## config.mk

```make
export PLATFORM = sky130hd
export DESIGN_NAME = debounce_edge_detect
export DESIGN_NICKNAME = d
export VERILOG_FILES = /design/src/rtl/debounce_edge_detect.sv
export SDC_FILE = /design/constraint.sdc
export NUM_CORES = 1
export LEC_CHECK = 0
export BUFFER_PORTS_ARGS = -buffer_cell sky130_fd_sc_hd__buf_4
export CORE_AREA = 2 2 39 41
export DETAILED_ROUTE_END_ITERATION = 12
export DIE_AREA = 0 0 41 43
export HOLD_SLACK_MARGIN = 0.15
export PLACE_DENSITY_LB_ADDON = 0.3
export SLEW_MARGIN = 0
export SYNTH_ARGS = -nofsm -noshare
export SYNTH_HDL_FRONTEND = slang
export SYNTH_SLANG_ARGS = --single-unit
```

## constraint.sdc

```tcl
create_clock -name clk -period 1.3 [get_ports clk]
set_input_delay 0 -clock clk [delete_from_list [all_inputs] [get_ports clk]]
set_output_delay 0 -clock clk [all_outputs]
set_load 0.01 [all_outputs]
```

## src/rtl/debounce_edge_detect.sv

```systemverilog
// Consecutive-sample debouncer with registered rise/fall pulses and a busy flag.
// Optional accepted-edge counter port edge_cnt, enabled by defining DBE_EDGE_COUNT_EN.
module debounce_edge_detect #(
    parameter int STABLE_CYCLES = 8,
    parameter int CNT_W         = 4,
    parameter int EC_W          = 8
) (
    input  logic            clk,
    input  logic            rst,
    input  logic            din,
    output logic            level,
    output logic            rise,
    output logic            fall,
    output logic            busy
`ifdef DBE_EDGE_COUNT_EN
    ,
    output logic [EC_W-1:0] edge_cnt
`endif
);

    if (STABLE_CYCLES < 1 || STABLE_CYCLES > (2**CNT_W) - 1 || EC_W < 1) begin : g_param_check
        $error("debounce_edge_detect: STABLE_CYCLES must fit in CNT_W bits and EC_W must be >= 1");
    end

    typedef enum logic {
        IDLE = 1'b0,
        PEND = 1'b1
    } state_e;

    localparam logic [CNT_W-1:0] CNT_LAST = CNT_W'(STABLE_CYCLES - 1);

    state_e           state_q, state_d;
    logic [CNT_W-1:0] cnt_q, cnt_d;
    logic             level_q, level_d;
    logic             rise_q, rise_d;
    logic             fall_q, fall_d;

    always_ff @(posedge clk) begin
        if (rst) begin
            state_q <= IDLE;
            cnt_q   <= '0;
            level_q <= 1'b0;
            rise_q  <= 1'b0;
            fall_q  <= 1'b0;
        end else begin
            state_q <= state_d;
            cnt_q   <= cnt_d;
            level_q <= level_d;
            rise_q  <= rise_d;
            fall_q  <= fall_d;
        end
    end

    // Any sample matching the current level drops back to IDLE with a cleared count.
    always_comb begin
        state_d = IDLE;
        cnt_d   = '0;
        level_d = level_q;
        rise_d  = 1'b0;
        fall_d  = 1'b0;
        if (din != level_q) begin
            if (cnt_q == CNT_LAST) begin
                level_d = din;
                rise_d  = din;
                fall_d  = ~din;
            end else begin
                cnt_d   = cnt_q + CNT_W'(1);
                state_d = PEND;
            end
        end
    end

    assign level = level_q;
    assign rise  = rise_q;
    assign fall  = fall_q;
    assign busy  = (state_q == PEND);

`ifdef DBE_EDGE_COUNT_EN
    logic [EC_W-1:0] edge_cnt_q, edge_cnt_d;

    always_comb begin
        edge_cnt_d = edge_cnt_q;
        if (rise_d | fall_d) begin
            edge_cnt_d = edge_cnt_q + EC_W'(1);
        end
    end

    always_ff @(posedge clk) begin
        if (rst) begin
            edge_cnt_q <= '0;
        end else begin
            edge_cnt_q <= edge_cnt_d;
        end
    end

    assign edge_cnt = edge_cnt_q;
`endif

endmodule
```

==> metrics.md <==
| Metric | Value |
|---|---|
| Count of filler cells inserted in the layout | `150` |
| Initial DRT Pass Iterations | `4` |
| Overall overflow remaining after global route | `0` |
| Number of CTS-inserted buffers | `3` |
| Startpoint kind of the worst setup timing path | `register` |
| Minimum hold slack | `459 ps` |
| Ant. Diodes | `0` |
| Final Routed Wirelength | `489 µm` |
| Half-perimeter wire length of the detailed placement result | `357 µm` |
| Largest area contributor in the synthesized netlist | `sky130_fd_sc_hd__dfxtp_1` |
| P per Cell Area | `1180 nW/µm²` |
| Number of global-route vias before repair | `202` |
| Global-route wire length before repair | `814 µm` |
| Number of distinct library cell variants in the gate-level netlist after synthesis | `13` |
| Final cycle utilization of the critical path | `88.0%` |
| Hold crit path type | `reg2reg` |
| I/O pin count | `7` |
| Maximum vdd drop | `0.469 mV` |
| Overall via count from detail_route | `204` |
| Minimum clock period | `1140 ps` |
| Die outline area | `1760 µm²` |
| DIE HEIGHT | `43 µm` |
| Portion of synthesized cell area occupied by the leading cell type | `56.4%` |
| Share of post-route cells with drive strength above 1 | `33.3%` |
| Worst slew margin relative to its limit | `84.0%` |
| Max Clock Freq | `874 MHz` |
| DRC violation count after routing | `0` |
| Clk Tree Root Cell | `sky130_fd_sc_hd__clkbuf_4` |
| Final-layout setup total negative slack | `0 ps` |
| Syn. warnings | `0` |
| Post-synthesis to final-layout area growth | `37.9%` |
| WL per Instance | `9.40 µm` |
| RSZ-0062 raised after global routing | `no` |
| CP Data Arrival Time | `1280 ps` |
| Slew of the pin with the lowest slew margin | `237 ps` |
| Final Net Count | `42` |
| Largest fanout on the critical path | `4` |
| Syn_nets | `29` |
| Result of the run | `completed` |
| Number of synthesized register bits | `8` |
| Number of nets still failing antenna checks after routing | `0` |
| Number of cell rows | `14` |
| First DRT Iteration DRCs | `9` |
| Max-cap violations | `0` |
| Starting density of the core | `20.5%` |
| Count of H-tree levels built during CTS | `1` |
| Post-Synthesis Cells | `25` |
| Clock net sink count | `8` |
| Clock-pin slew reported for the worst setup and hold paths after clock tree synthesis | `50 ps` |
| Number of buffers on the longest clock path | `2` |
| Crit end category | `register` |
| GRT Overall Usage | `7.75%` |
| Number of setup violations in the final report | `0` |
| Maximum number of pins on one net before global-route repair | `6` |
| Per-instance average area after synthesis | `11.4 µm²` |
| Number of buffer cells added on primary ports | `6` |
| Final count of pins violating max slew | `0` |
| Worst setup path category | `reg2reg` |
| Worst-case clock skew | `3.85 ps` |
| Area of the mapped netlist | `284 µm²` |
| Clock network latency to the later pin of the worst-skew pair | `250 ps` |
| Final number of hold-violating endpoints | `0` |
| Die Wd | `41 µm` |
| Initial antenna violation count | `0` |
| Weighted congestion reported at the end of routability-driven placement | `0.589` |
| Sequential area share after synthesis | `56.4%` |
| Top cells by area, synth | `sky130_fd_sc_hd__dfxtp_1, sky130_fd_sc_hd__nand3b_2, sky130_fd_sc_hd__nor4b_1` |
| Standard cell core area | `1380 µm²` |
| Leakage power | `0.178 nW` |
| Crit path required time | `1440 ps` |
| Post-DR vias/cell | `3.92` |
| Clock tree from TritonCTS | `yes` |
path summary, 6_finish.rpt:
path	startpoint	end	slack, ps	depth (start not counted)
min	cnt_q[0]	cnt_q[0]	460	1
min reg2reg	cnt_q[0]	cnt_q[0]	460	1
max reg2reg	cnt_q[0]	cnt_q[1]	160	5
max	cnt_q[0]	cnt_q[1]	160	5
critical path, cell delays in order, from the launching register on:
cell                       delay, ps
sky130_fd_sc_hd__dfxtp_1         350
sky130_fd_sc_hd__ha_1            210
sky130_fd_sc_hd__nand3b_2        140
sky130_fd_sc_hd__nand3b_2        140
sky130_fd_sc_hd__inv_2            40
sky130_fd_sc_hd__and2_1          140
repair_timing:
action | 4_1_cts | 5_1_grt
hold buffers | 2 | 0
resized for setup | 0 | 0
endpoints found under the hold margin | 7 | 0
buffers inserted | 0 | 0
where the power goes:
group	internal, mW	switching, mW	leakage (nW)
clock	0.105	0.0774	0.0138
combinational	0.0151	0.0117	0.0995
sequential	0.250	0.00268	0.0650
total	0.371	0.0918	0.178
routing by layer:
layer	vias to the layer above	track usage [%]	wire [µm]
met2	9	10.3	214
met4	0	4.00	9
li1	106	-	-
met5	-	0	0
met3	2	8.90	64
met1	87	6.82	200
state kept, by name, summed over array words and instances, names as in the netlist:
name / cells
level: 1
busy: 1
fall: 1
cnt_q: 4
rise: 1
Yosys cell counts, drive strengths merged:
library cell / number
xnor2: 1
dfxtp: 8
inv: 2
nor2: 3
nand3b: 2
mux2i: 1
ha: 1
nor4b: 2
and2: 1
nand3: 1
xor2: 2
nor3: 1
metrics by stage:
step	instance area [µm²]	utilization, %	power, mW	worst slack [ps]	std cells
after floorplan	284	-	0.267	259	25
after global placement	349	25.2	0.278	212	47
after detailed placement	349	25.2	0.280	160	47
after CTS	392	28.3	0.477	149	52
after global routing	392	28.3	0.492	50.7	52
final	392	28.3	0.462	156	52
placed cells by master (no fill, tap or decap):
| cell | synthesis | routed |
|---|---|---|
| sky130_fd_sc_hd__and2_1 | 1 | 1 |
| sky130_fd_sc_hd__buf_4 | 0 | 6 |
| sky130_fd_sc_hd__clkbuf_4 | 0 | 3 |
| sky130_fd_sc_hd__dfxtp_1 | 8 | 8 |
| sky130_fd_sc_hd__dlygate4sd3_1 | 0 | 2 |
| sky130_fd_sc_hd__ha_1 | 1 | 1 |
| sky130_fd_sc_hd__inv_1 | 1 | 1 |
| sky130_fd_sc_hd__inv_2 | 1 | 1 |
| sky130_fd_sc_hd__mux2i_1 | 1 | 1 |
| sky130_fd_sc_hd__nand3_1 | 1 | 1 |
| sky130_fd_sc_hd__nand3b_2 | 2 | 2 |
| sky130_fd_sc_hd__nor2_1 | 3 | 3 |
| sky130_fd_sc_hd__nor3_1 | 1 | 1 |
| sky130_fd_sc_hd__nor4b_1 | 2 | 2 |
| sky130_fd_sc_hd__xnor2_1 | 1 | 1 |
| sky130_fd_sc_hd__xor2_1 | 2 | 2 |
kinds of logic after synthesis:
family,Yosys count,share of synthesized area [%]
flops,8,56.4
xor+xnor,3,9.25
mux,1,3.52
simple gates,10,23.8
buf+inv,2,2.64
fa+ha+maj,1,4.40
cell type report:
class	instances	area, µm²	share of cell area (%)
inverter	2	7.51	1.92
tap	16	20.0	5.11
timing repair buffer	8	65.1	16.6
multi-input combinational	15	116	29.7
clock buffer	3	22.5	5.75
sequential	8	160	40.9
No activity file was read; power rests on OpenSTA's default activity.
